<file path="config.mk">
export PLATFORM = sky130hd
export DESIGN_NAME = axi_read_arbiter
export DESIGN_NICKNAME = d
export VERILOG_FILES = /design/src/rtl/axi_read_arbiter_tag_fifo.sv /design/src/rtl/axi_read_arbiter.sv
export SDC_FILE = /design/constraint.sdc
export NUM_CORES = 1
export LEC_CHECK = 0
export CAP_MARGIN = 20
export CORE_AREA = 2 2 525 527
export CTS_CLUSTER_SIZE = 25
export DETAILED_ROUTE_END_ITERATION = 7
export DIE_AREA = 0 0 527 529
export HOLD_SLACK_MARGIN = 0.15
export SLEW_MARGIN = 30
export SYNTH_ARGS = -nofsm -noshare
export SYNTH_HDL_FRONTEND = slang
export SYNTH_SLANG_ARGS = --single-unit
</file>
<file path="constraint.sdc">
create_clock -name ap_clk -period 5.8 [get_ports ap_clk]
set_clock_uncertainty 0.15 [all_clocks]
set_input_delay 0.87 -clock ap_clk [delete_from_list [all_inputs] [get_ports ap_clk]]
set_output_delay 0.87 -clock ap_clk [all_outputs]
set_load 0.1 [all_outputs]
</file>
<file path="src/rtl/axi_read_arbiter_tag_fifo.sv">
// In-order tag FIFO for the read arbiter: one entry per accepted burst,
// holding {requester index, original ARID}. Head is visible combinationally.
module axi_read_arbiter_tag_fifo #(
  parameter int DEPTH = 16,
  parameter int WIDTH = 10
) (
  input  logic                     ap_clk,
  input  logic                     ap_rst,
  input  logic                     push,
  input  logic [WIDTH-1:0]         push_data,
  input  logic                     pop,
  output logic [WIDTH-1:0]         head,
  output logic                     full,
  output logic                     empty,
  output logic [$clog2(DEPTH):0]   count
);

  localparam int AW = $clog2(DEPTH);
  localparam int CW = AW + 1;

  logic [WIDTH-1:0] mem [DEPTH];
  logic [AW-1:0]    wr_ptr;
  logic [AW-1:0]    rd_ptr;
  logic             do_push;
  logic             do_pop;

  assign full    = (count == CW'(DEPTH));
  assign empty   = (count == '0);
  assign do_push = push && !full;
  assign do_pop  = pop && !empty;
  assign head    = mem[rd_ptr];

  // Storage write; contents need no reset since count gates visibility.
  always_ff @(posedge ap_clk) begin
    if (do_push) mem[wr_ptr] <= push_data;
  end

  // Pointers wrap naturally modulo DEPTH (power of two); count tracks occupancy.
  always_ff @(posedge ap_clk) begin
    if (ap_rst) begin
      wr_ptr <= '0;
      rd_ptr <= '0;
      count  <= '0;
    end else begin
      if (do_push) wr_ptr <= wr_ptr + 1'b1;
      if (do_pop)  rd_ptr <= rd_ptr + 1'b1;
      case ({do_push, do_pop})
        2'b10:   count <= count + 1'b1;
        2'b01:   count <= count - 1'b1;
        default: count <= count;
      endcase
    end
  end

endmodule

</file>
<file path="src/rtl/axi_read_arbiter.sv">
// Round-robin AXI4 read arbiter: NUM_PORTS requesters share one read master.
// All bursts go out with ARID 0, so R returns in issue order and is steered
// back via an in-order tag FIFO that also restores the requester's ARID.
module axi_read_arbiter #(
  parameter int NUM_PORTS           = 4,
  parameter int C_M_AXI_ID_WIDTH    = 8,
  parameter int C_M_AXI_ADDR_WIDTH  = 32,
  parameter int C_M_AXI_DATA_WIDTH  = 512,
  parameter int MAX_OUTSTANDING     = 16
) (
  input  logic                                   ap_clk,
  input  logic                                   ap_rst,
  input  logic [NUM_PORTS-1:0]                   in_ARVALID,
  output logic [NUM_PORTS-1:0]                   in_ARREADY,
  input  logic [NUM_PORTS*C_M_AXI_ADDR_WIDTH-1:0] in_ARADDR,
  input  logic [NUM_PORTS*8-1:0]                 in_ARLEN,
  input  logic [NUM_PORTS*3-1:0]                 in_ARSIZE,
  input  logic [NUM_PORTS*2-1:0]                 in_ARBURST,
  input  logic [NUM_PORTS*C_M_AXI_ID_WIDTH-1:0]  in_ARID,
  output logic [NUM_PORTS-1:0]                   in_RVALID,
  input  logic [NUM_PORTS-1:0]                   in_RREADY,
  output logic [C_M_AXI_DATA_WIDTH-1:0]          in_RDATA,
  output logic                                   in_RLAST,
  output logic [1:0]                             in_RRESP,
  output logic [C_M_AXI_ID_WIDTH-1:0]            in_RID,
  output logic                                   out_ARVALID,
  input  logic                                   out_ARREADY,
  output logic [C_M_AXI_ADDR_WIDTH-1:0]          out_ARADDR,
  output logic [7:0]                             out_ARLEN,
  output logic [2:0]                             out_ARSIZE,
  output logic [1:0]                             out_ARBURST,
  output logic [C_M_AXI_ID_WIDTH-1:0]            out_ARID,
  input  logic                                   out_RVALID,
  output logic                                   out_RREADY,
  input  logic [C_M_AXI_DATA_WIDTH-1:0]          out_RDATA,
  input  logic                                   out_RLAST,
  input  logic [1:0]                             out_RRESP,
  input  logic [C_M_AXI_ID_WIDTH-1:0]            out_RID
);

  localparam int IDX_W  = (NUM_PORTS > 1) ? $clog2(NUM_PORTS) : 1;
  localparam int ID_W   = C_M_AXI_ID_WIDTH;
  localparam int ADDR_W = C_M_AXI_ADDR_WIDTH;
  localparam int TAG_W  = IDX_W + ID_W;
  localparam int CNT_W  = $clog2(MAX_OUTSTANDING) + 1;

  logic [IDX_W-1:0] ptr;
  logic [IDX_W-1:0] gnt_idx;
  logic [IDX_W-1:0] next_ptr;
  logic             gnt_valid;
  logic             slot_free;
  logic             fifo_full;
  logic             fifo_empty;
  logic             fifo_pop;
  logic [CNT_W-1:0] fifo_count;
  logic [TAG_W-1:0] fifo_head;
  logic [TAG_W-1:0] fifo_push_data;
  logic [IDX_W-1:0] head_idx;
  logic             rid_unused;

  assign slot_free = !out_ARVALID || out_ARREADY;
  assign out_ARID  = '0;

  // Round-robin grant: first valid requester at or above ptr, wrapping.
  always_comb begin
    int unsigned cand;
    logic [IDX_W-1:0] cand_idx;
    gnt_valid  = 1'b0;
    gnt_idx    = '0;
    cand       = 0;
    cand_idx   = '0;
    in_ARREADY = '0;
    if (slot_free && !fifo_full) begin
      for (int unsigned i = 0; i < NUM_PORTS; i++) begin
        cand     = (32'(ptr) + i) % NUM_PORTS;
        cand_idx = IDX_W'(cand);
        if (!gnt_valid && in_ARVALID[cand_idx]) begin
          gnt_valid = 1'b1;
          gnt_idx   = cand_idx;
        end
      end
    end
    if (gnt_valid) in_ARREADY[gnt_idx] = 1'b1;
    next_ptr = IDX_W'((32'(gnt_idx) + 1) % NUM_PORTS);
  end

  // AR output register and priority pointer; pointer moves only on accept.
  always_ff @(posedge ap_clk) begin
    if (ap_rst) begin
      out_ARVALID <= 1'b0;
      out_ARADDR  <= '0;
      out_ARLEN   <= '0;
      out_ARSIZE  <= '0;
      out_ARBURST <= '0;
      ptr         <= '0;
    end else if (gnt_valid) begin
      out_ARVALID <= 1'b1;
      out_ARADDR  <= in_ARADDR[gnt_idx*ADDR_W +: ADDR_W];
      out_ARLEN   <= in_ARLEN[gnt_idx*8 +: 8];
      out_ARSIZE  <= in_ARSIZE[gnt_idx*3 +: 3];
      out_ARBURST <= in_ARBURST[gnt_idx*2 +: 2];
      ptr         <= next_ptr;
    end else if (out_ARREADY) begin
      out_ARVALID <= 1'b0;
    end
  end

  assign fifo_push_data = {gnt_idx, in_ARID[gnt_idx*ID_W +: ID_W]};

  axi_read_arbiter_tag_fifo #(
    .DEPTH (MAX_OUTSTANDING),
    .WIDTH (TAG_W)
  ) u_tag_fifo (
    .ap_clk    (ap_clk),
    .ap_rst    (ap_rst),
    .push      (gnt_valid),
    .push_data (fifo_push_data),
    .pop       (fifo_pop),
    .head      (fifo_head),
    .full      (fifo_full),
    .empty     (fifo_empty),
    .count     (fifo_count)
  );

  assign head_idx   = fifo_head[TAG_W-1 -: IDX_W];
  assign in_RID     = fifo_head[ID_W-1:0];
  assign in_RDATA   = out_RDATA;
  assign in_RLAST   = out_RLAST;
  assign in_RRESP   = out_RRESP;
  assign out_RREADY = !fifo_empty && in_RREADY[head_idx];
  assign fifo_pop   = out_RVALID && out_RREADY && out_RLAST;
  assign rid_unused = ^{out_RID, fifo_count};

  // R steering: only the head-tag requester sees RVALID; nothing when empty.
  always_comb begin
    in_RVALID = '0;
    for (int unsigned i = 0; i < NUM_PORTS; i++) begin
      if (head_idx == IDX_W'(i)) in_RVALID[i] = out_RVALID && !fifo_empty;
    end
  end

endmodule

</file>
==> flow_metrics.tcl, run 1 <==
set metrics [dict create \
    ys_top_cells_by_area "edfxtp_1 (33%), buf_4 (27%), dfxtp_1 (8.8%), mux4_2 (7.5%), nand2_1 (4.8%)" \
    drc 0 \
    worst_pin_slew_ns 1.02 \
    ios 1333 \
    via_per_inst 2.06 \
    cts_root_buffer "clkbuf_16" \
    ys_seq_area_share_pct 41.3 \
    hold_path_class "register to register" \
    yosys.area.top_type "edfxtp_1" \
    p_per_area_nw_per_um2 302 \
    max-clock-path-buffers 3 \
    synthesis.instances 1456 \
    grt_max_degree 84 \
    die_y_um 529 \
    wl_mm 194 \
    cap_viol_max_count 0 \
    coreArea_um2 273000 \
    dieArea_um2 279000 \
    required_ns 6.11 \
    synth_cell_types 52 \
    nets 1976 \
    grt_pass1_vias 9324 \
    rsz0062_at_grt "false" \
    reg2reg_slack_ns 0.95 \
    hold_path_depth 2 \
    place_congestion 0.956 \
    power_mw 5.72 \
    outcome "finished, final reports clean" \
    cts_setup_buffers 0 \
    hold_start "out_ARLEN[7]" \
    clk_pin_slew_ns 0.07 \
    syn_area_um2 14800 \
    final-setup-viol-count 0 \
    io_buffers 288 \
    hold_violations 0 \
    worst_slack_ns 0.954 \
    critPathMaxStageDelay_ns 0.52 \
    ir_worst_vdd_mv 0.143 \
    syn_avg_cell_area_um2 10.1 \
    grtUsageTotal_pct 13.3 \
    synth_edf_count 160 \
    critPathArrivalTime_ns 5.16 \
    cp-end-kind "register" \
    synth_ff_type "edfxtp_1" \
    die_w_um 527 \
    ys_ff_latch 225 \
    slew_headroom_pct 31.8 \
    antenna_found_initial 2 \
    postRouteAntennaNets 0 \
    tns_ns 0 \
    instances_no_fill 4824 \
    cts_tree "yes" \
    overflow 0 \
    yosys_warnings 0 \
    p_leak_nw 5.32 \
    period_minus_slack_ns 4.85 \
    design_area_um2 18900 \
    cts.sinks 225 \
    max_freq_ghz 0.206 \
    hold_end "out_ARLEN[7]" \
    critPathMaxFanout 13 \
    worst_setup_path_start_kind "register" \
    clkLatencyLatePin_ns 0.57 \
    r2r_cells 13 \
    path_cells "buf_4 > mux4_2 > mux2_2 > mux2_2 > a2111oi_4 > nor3_1 > ha_1 > ha_1 > nand2_1 > or3_1 > o31ai_1 > mux2i_1 > mux2_1" \
    via_count 9949 \
    r2r-end "u_tag_fifo.count[4]" \
    rows 192 \
    start_util_pct 5.41 \
    fin_crit_sh_pct 83.6 \
    criticalPathCategory "register to register" \
    syn_to_final_growth_pct 28.1 \
    cts-buffers-inserted 23 \
    slew_viol_final 0 \
    cts_resized 0 \
    pre_cts_ws_ns 0.914 \
    ys_async_sr_fraction_pct 0 \
    final_layout_size_suffix_gt1_share_pct 16.9 \
    post_dp_cell_area_um2 18200 \
    dp_hpwl_mm 182 \
    drt_iter0_markers 722 \
    crit_slowest_cell "mux4_2" \
    grt_pass1_wl_mm 214 \
    cts-htree-levels 1 \
    routedWlPerCell_um 40.3 \
    placed_cells 4781 \
    synth_top_area_share_pct 32.5 \
    hold_buffers 0 \
    dr.pass1.iters 5 \
]
## placed cells by master, fill, tap and decap left out, types with 3 or more instances in the layout
cell / instances
a211oi_1: 88
a21oi_1: 51
a311o_1: 47
a31oi_1: 4
a31oi_2: 5
and2_1: 5
and3_1: 8
buf_12: 3
buf_2: 33
buf_4: 59
clkbuf_1: 5
clkbuf_16: 23
clkdlybuf4s50_1: 235
clkinv_1: 4
clkinv_4: 3
conb_1: 8
dfxtp_1: 64
edfxtp_1: 160
ha_1: 12
inv_1: 53
inv_6: 4
mux2_2: 3
mux2i_1: 3
mux4_2: 49
nand2_1: 187
nand2b_1: 5
nand3_1: 4
nor2_1: 38
nor3_1: 3
nor3_2: 3
o22ai_1: 6
xnor2_1: 4
xor2_1: 4
## sequential cells by signal, summed over array words and instances (netlist names), named ones only
| register | flops |
|---|---|
| u_tag_fifo.count | 5 |
| ptr | 2 |
| out_ARLEN | 8 |
| u_tag_fifo.rd_ptr | 4 |
| u_tag_fifo.wr_ptr | 4 |
| out_ARVALID | 1 |
| u_tag_fifo.mem | 160 |
| out_ARBURST | 2 |
| out_ARSIZE | 3 |
| out_ARADDR | 32 |
## worst max-delay path, delay by kind of cell (launching register included)
kind            cells  cell delay, ns
mux                 5            1.74
flops               1            0.47
simple gates        3            0.55
fa+ha+maj           2            0.78
compound gates      2            0.75
buf+inv             1            0.30
## metrics by stage
stage | hold WS, ns | util (%)
3_3_place_gp | 0.296 | 6.68
3_5_place_dp | 0.295 | 6.67
6_report | 0.301 | 6.93
2_1_floorplan | 0.331 | -
5_1_grt | 0.318 | 6.93
4_1_cts | 0.304 | 6.93
## cells in the mapped netlist (all sizes together), types with 2 or more instances
cell	n
nor3	7
o21a	2
a21oi	51
nor2b	2
and3	9
a211oi	90
xnor2	4
nor4bb	2
nor3b	2
nand3b	2
clkbuf	65
or4	2
nand3	4
a31oi	9
mux4	49
mux2i	3
a2111oi	2
nand2b	6
nor4b	2
o21ai	2
and2	5
a311o	47
inv	55
xor2	4
or3	2
nor4	2
nand2	188
buf	536
nor2	40
ha	12
mux2	4
edfxtp	160
or2	2
o22ai	6
o31ai	2
dfxtp	65
## worst max path at each step
| stage | startpoint | endpoint | slack (ns) | cells past startpoint |
|---|---|---|---|---|
| 5_1_grt | register | u_tag_fifo.count[4] | 0.69 | 13 |
| 3_3_place_gp | register | u_tag_fifo.count[4] | 0.89 | 13 |
| 4_1_cts | register | out_RREADY | 0.78 | 7 |
| 3_5_place_dp | register | u_tag_fifo.count[4] | 0.91 | 13 |
| 6_report | register | u_tag_fifo.count[4] | 0.95 | 13 |
| 2_1_floorplan | in_ARVALID[3] | in_ARREADY[1] | 1.43 | 10 |
## where the power goes
part           switching [mW]  internal, mW  leakage (nW)
Sequential             0.0660          1.93          1.99
Combinational            1.65         0.597          2.98
Clock                   0.719         0.758         0.351
## cell type report
type	instances	area (um^2)
Multi-Input combinational cell	581	4370
Fill cell	31800	254000
Inverter	56	211
Clock buffer	28	594
Clock inverter	14	125
Antenna cell	1	2.50
Timing Repair Buffer	330	3020
Sequential cell	225	6110
Tap cell	3589	4490
## logic make-up after synthesis
logic type | after synthesis | share of synthesized area [%]
compound gates | 216 | 11.0
xor+xnor | 8 | 0.474
fa+ha+maj | 12 | 1.02
buf+inv | 657 | 30.0
flops | 225 | 41.3
mux | 56 | 7.98
other cells | 1 | 0.0254
simple gates | 281 | 8.14
## per-layer routing
metal	GRT usage [%]	share of wire, %	wire length, um	up-vias
met4	4.22	3.4	6620	0
met5	0	0	0	-
met1	3.91	10	19800	4535
met3	23.2	37	71800	255
met2	23.1	49	96000	1106
li1	-	-	-	4053
Note: power is estimated with default switching activity, not from simulation.
==> run 2: changes to the inputs <==
--- a/config.mk
+++ b/config.mk
@@ -6,10 +6,10 @@
 export NUM_CORES = 1
 export LEC_CHECK = 0
 export CAP_MARGIN = 20
-export CORE_AREA = 2 2 525 527
+export CORE_AREA = 2 2 520 522
 export CTS_CLUSTER_SIZE = 25
 export DETAILED_ROUTE_END_ITERATION = 7
-export DIE_AREA = 0 0 527 529
+export DIE_AREA = 0 0 522 524
 export HOLD_SLACK_MARGIN = 0.15
 export SLEW_MARGIN = 30
 export SYNTH_ARGS = -nofsm -noshare
==> constraint.sdc (replaced) <==
create_clock -name ap_clk -period 4.1 [get_ports ap_clk]
set_clock_uncertainty 0.15 [all_clocks]
set_input_delay 0.615 -clock ap_clk [delete_from_list [all_inputs] [get_ports ap_clk]]
set_output_delay 0.615 -clock ap_clk [all_outputs]
set_load 0.1 [all_outputs]
==> run 2 against run 1 <==
  * Via count up 1.8%
  * Die area down 1.9%
  * Global-route usage up 0.29 points
  * Sequential share of layout area down 0.80 points
  * Register-to-register slack worse by 0.84 ns
  * Sequential power up 42%
  * Combinational power up 50%
  * First-iteration DRC count up 5.5%
  * Largest power group unchanged
  * Non-clock buffer count up 41
  * Final cell count about the same
  * Worst setup slack worse by 0.84 ns
  * Clock power up 51%
==> flow_metrics.tcl, run 2 (synthesis results as in run 1) <==
set metrics [dict create \
    n_fill_cell 31100 \
    dp_hpwl_mm 184 \
    rows 190 \
    period_minus_slack_ns 3.98 \
    die_w_um 522 \
    grt_pass1_wl_mm 215 \
    cap_viol_max_count 0 \
    drc 0 \
    dieArea_um2 274000 \
    largest_reg_flops 160 \
    nets 2017 \
    drt_iter0_markers 762 \
    regMostFlops "u_tag_fifo.mem" \
    cts_tree "yes" \
    largest_registers "u_tag_fifo.mem: 160 flops, out_ARADDR: 32 flops, out_ARLEN: 8 flops" \
    start_util_pct 5.52 \
    final_common_cell "clkdlybuf4s50_1" \
    ir_worst_vdd_mv 0.248 \
    final_layout_size_suffix_gt1_share_pct 19.8 \
    max-clock-path-buffers 3 \
    io_buffers 288 \
    dr.pass1.iters 5 \
    final_core_util_pct 7.26 \
    clkLatencyLatePin_ns 0.58 \
    r2r_cells 13 \
    hold_violations 0 \
    cp-end-kind "register" \
    via_count 10100 \
    required_ns 4.41 \
    routedWlPerCell_um 40.4 \
    grt_max_degree 76 \
    p_leak_nw 5.62 \
    grt_pass1_vias 9622 \
    die_y_um 524 \
    cts.sinks 225 \
    syn_to_final_growth_pct 31.5 \
    hold_path_class "register to register" \
    tns_ns 0 \
    placed_cells 4784 \
    r2r-end "u_tag_fifo.count[4]" \
    slew_viol_final 0 \
    most-common-layout-cells "clkdlybuf4s50_1 (232), nand2_1 (187), edfxtp_1 (160), buf_4 (93), a211oi_1 (90)" \
    criticalPathCategory "register to register" \
    clk_pin_slew_ns 0.07 \
    worst_setup_path_start_kind "register" \
    overflow 0 \
    hold_end "out_ARADDR[28]" \
    slew_headroom_pct 33.3 \
    outcome "finished, final reports clean" \
    cts_root_buffer "clkbuf_16" \
    reg2reg_slack_ns 0.12 \
    cts-htree-levels 1 \
    via_per_inst 2.10 \
    fin_crit_sh_pct 97.2 \
    hold_start "out_ARADDR[28]" \
    critPathMaxFanout 4 \
    antenna_found_initial 4 \
    worst_pin_slew_ns 0.997 \
    cts-buffers-inserted 23 \
    hold_path_depth 2 \
    final-setup-viol-count 0 \
    critPathArrivalTime_ns 4.29 \
    coreArea_um2 267000 \
    grtUsageTotal_pct 13.6 \
    wl_mm 195 \
    instances_no_fill 4828 \
    max_freq_ghz 0.251 \
    p_per_area_nw_per_um2 434 \
    postRouteAntennaNets 0 \
    ios 1333 \
    rsz0062_at_grt "true" \
    place_congestion 0.990 \
]
-- run 2: cell types whose count changed in the layout (fill, tap and decap cells not counted), sizes merged --
cell and change:
clkinvlp +2, bufinv +4, inv -4, clkbuf -3, clkdlybuf4s50 -3, clkinv +1
buf +44
-- run 2: area by class of cell --
class	count	area, um^2	area share (%)
diodes	1	2.50	0.0129
clock inverters	17	205	1.06
well taps	3552	4440	22.9
repair buffers	371	3500	18.0
clock buffers	25	583	3.00
flip-flops and latches	225	6110	31.5
inverters	56	211	1.09
multi-input cells	581	4360	22.4
-- run 2: worst max-delay path, stage by stage, from the launching register on --
cell	delay, ns
dfxtp_4	0.37
mux4_2	0.49
mux2_4	0.28
mux2_4	0.31
a2111oi_4	0.40
nor3_2	0.09
ha_2	0.21
ha_1	0.29
nand2_1	0.06
or3_1	0.32
o31ai_2	0.19
buf_4	0.15
mux2i_2	0.20
mux2_1	0.33
-- run 2: worst max-delay path by stage --
stage,cells past startpoint,slack (ns),endpoint,start
global placement,13,-0.12,u_tag_fifo.count[4],register
finish,13,0.12,u_tag_fifo.count[4],register
CTS,13,0.03,u_tag_fifo.count[4],register
detailed placement,14,-0.04,u_tag_fifo.count[4],register
global route,13,-0.04,u_tag_fifo.count[4],register
floorplan,9,0.006,in_ARREADY[1],out_ARVALID
-- run 2: layer usage --
layer  wire [um]  GRT usage, %
met5           0        0.0520
met4        9120          5.76
met3       75200          24.7
met2       89900          22.0
met1       20800          4.12
-- run 2: timing repair --
action / CTS / global route
endpoints found under the setup margin: 2 / 3
hold buffers: 0 / 0
resized for setup: 5 / 11
pin swaps: 0 / 2
setup buffers: 0 / 2
-- run 2: stage by stage --
| stage | setup slack, ns | area [um^2] | hold slack [ns] | power, mW |
|---|---|---|---|---|
| after floorplan | 0.00564 | 14800 | 0.331 | 7.14 |
| after global placement | -0.116 | 18600 | 0.295 | 6.37 |
| after detailed placement | -0.0392 | 18600 | 0.294 | 6.39 |
| after CTS | 0.0272 | 19400 | 0.282 | 8.69 |
| after global routing | -0.0359 | 19400 | 0.322 | 8.82 |
| final | 0.116 | 19400 | 0.302 | 8.44 |
-- run 2: where the power goes --
| group | internal (mW) | leakage [nW] | switching [mW] |
|---|---|---|---|
| clock | 1.29 | 0.378 | 0.949 |
| sequential | 2.73 | 1.99 | 0.0917 |
| combinational | 1.01 | 3.25 | 2.37 |
==> run 3: changes to the inputs <==
--- a/config.mk
+++ b/config.mk
@@ -11,6 +11,7 @@
 export DETAILED_ROUTE_END_ITERATION = 7
 export DIE_AREA = 0 0 522 524
 export HOLD_SLACK_MARGIN = 0.15
+export SKIP_CTS_REPAIR_TIMING = 1
 export SLEW_MARGIN = 30
 export SYNTH_ARGS = -nofsm -noshare
 export SYNTH_HDL_FRONTEND = slang
==> run 3 against run 2 <==
  * Routed wire length hardly changed
  * Final area up 0.26%
  * Sequential share of layout area shrank 0.081 points
  * Global-route usage is essentially flat
  * Power grew 0.26%
  * Worst hold slack improved by 0.0014 ns
  * Clock power barely moved
==> flow_metrics.tcl, run 3 (synthesis results as in run 1) <==
set metrics [dict create \
    outcome "finished, final reports clean" \
    p_leak_nw 5.63 \
    grt_pass1_wl_mm 215 \
    fin_crit_sh_pct 97.7 \
    drt_iter0_markers 766 \
    drc 0 \
    final_layout_size_suffix_gt1_share_pct 20.4 \
    cap_viol_max_count 0 \
    cts_root_buffer "clkbuf_16" \
    hold_path_class "register to register" \
    power.switching_mw 3.43 \
    cp-end-kind "register" \
    critPathArrivalTime_ns 4.32 \
    wl_mm 195 \
    slew_viol_final 0 \
    syn_to_final_growth_pct 31.8 \
    sw_frac_of_total_pct 40.5 \
    rows 190 \
    highest_layer "met4" \
    p_comb_share_pct 40.2 \
    hold_path_depth 2 \
    hold_start "out_ARADDR[28]" \
    final_common_cell "clkdlybuf4s50_1" \
    routedWlPerCell_um 40.4 \
    dp_hpwl_mm 184 \
    reg2reg_slack_ns 0.09 \
    most-common-layout-cells "clkdlybuf4s50_1 (232), nand2_1 (185), edfxtp_1 (160), buf_4 (95), a211oi_1 (90)" \
    clkPwrFrac_pct 26.5 \
    largest_registers "u_tag_fifo.mem: 160 flops, out_ARADDR: 32 flops, out_ARLEN: 8 flops" \
    path_common_cell "mux2_4" \
    cts.sinks 225 \
    met2_length_mm 90.0 \
    nets 2019 \
    hold_end "out_ARADDR[28]" \
    worst_pin_slew_ns 0.997 \
    worst_setup_path_start_kind "register" \
    via_count 10200 \
    max_freq_ghz 0.250 \
    final_core_util_pct 7.28 \
    r2r-end "u_tag_fifo.count[4]" \
    via_per_inst 2.11 \
    largest_reg_flops 160 \
    clkLatencyLatePin_ns 0.58 \
    critPathMaxStageDelay_ns 0.48 \
    grt_max_degree 76 \
    overflow 0 \
    cts-buffers-inserted 23 \
    regMostFlops "u_tag_fifo.mem" \
    dieArea_um2 274000 \
    cp_top_family "multiplexers" \
    final-setup-viol-count 0 \
    ios 1333 \
    r2r_cells 13 \
    coreArea_um2 267000 \
    grtUsageTotal_pct 13.6 \
    period_minus_slack_ns 4.01 \
    path_buf_inv 1 \
    dr.pass1.iters 5 \
    tns_ns 0 \
    n_fill_cell 31100 \
    die_y_um 524 \
    p_per_area_nw_per_um2 434 \
    ff_latch_area_um2 6110 \
    cts_tree "yes" \
    start_util_pct 5.52 \
    met3WireLength_mm 75.2 \
    slew_headroom_pct 33.3 \
    multi_input_area_um2 4390 \
    io_buffers 288 \
    max-clock-path-buffers 3 \
    p_seq_share_pct 33.3 \
    path_cells "mux4_2 > mux2_4 > mux2_4 > a2111oi_4 > nor3_2 > ha_2 > ha_4 > nand2_2 > or3_4 > o31ai_4 > buf_4 > mux2i_2 > mux2_4" \
    clk_pin_slew_ns 0.06 \
    rsz0062_at_grt "true" \
    hold_violations 0 \
    ir_worst_vdd_mv 0.250 \
    criticalPathCategory "register to register" \
    grt_pass1_vias 9625 \
    drt-met1-wl_mm 20.7 \
    crit_slowest_cell "mux4_2" \
    required_ns 4.41 \
    die_w_um 522 \
    critPathMaxFanout 4 \
    postRouteAntennaNets 0 \
    cts-htree-levels 1 \
    antenna_found_initial 4 \
    internal_power_mw 5.03 \
    place_congestion 0.990 \
]
==> run 3: layout make-up <==
class / count / share of cell area (%)
sequential: 225 / 31.4
timing repair buffer: 373 / 18.1
tap: 3552 / 22.8
antenna: 1 / 0.0129
clock buffer: 25 / 2.99
multi-input combinational: 581 / 22.6
clock inverter: 17 / 1.05
inverter: 56 / 1.09
==> run 3: worst max path at each step <==
stage	to	cells past startpoint
detailed placement	u_tag_fifo.count[4]	14
floorplan	in_ARREADY[1]	9
global placement	u_tag_fifo.count[4]	13
global route	u_tag_fifo.count[4]	13
CTS	out_RREADY	10
finish	u_tag_fifo.count[4]	13
==> run 3: per-layer routing <==
| layer | GRT usage (%) | vias up |
|---|---|---|
| met5 | 0.0520 | - |
| met2 | 22.0 | 1119 |
| li1 | - | 4150 |
| met3 | 24.7 | 290 |
| met1 | 4.12 | 4618 |
| met4 | 5.76 | 0 |
==> run 3: stage by stage <==
stage | cell area (um^2) | setup WS [ns] | cells | total power [mW] | hold slack [ns]
2_1_floorplan | 14800 | 0.00564 | 1463 | 7.14 | 0.331
4_1_cts | 19400 | -0.264 | 4826 | 8.68 | 0.282
6_report | 19500 | 0.0925 | 4830 | 8.46 | 0.303
5_1_grt | 19500 | -0.0484 | 4830 | 8.83 | 0.322
3_3_place_gp | 18600 | -0.116 | 4784 | 6.37 | 0.295
3_5_place_dp | 18600 | -0.0392 | 4784 | 6.39 | 0.294
==> run 3: worst register-to-register path, stage by stage (launching register included) <==
cell and delay (ns):
dfxtp_4 0.37, mux4_2 0.48, mux2_4 0.29, mux2_4 0.31
a2111oi_4 0.39, nor3_2 0.10, ha_2 0.22, ha_4 0.28
nand2_2 0.04, or3_4 0.34, o31ai_4 0.23, buf_4 0.15
mux2i_2 0.22, mux2_4 0.32
==> run 3: power by group through the flow <==
stage | Combinational, mW | Sequential [mW] | Clock (mW)
after floorplan | 3.73 | 3.42 | 0
after detailed placement | 3.53 | 2.87 | 0
after global routing | 3.61 | 2.84 | 2.39
after global placement | 3.51 | 2.86 | 0
final | 3.40 | 2.82 | 2.24
after CTS | 3.53 | 2.82 | 2.33
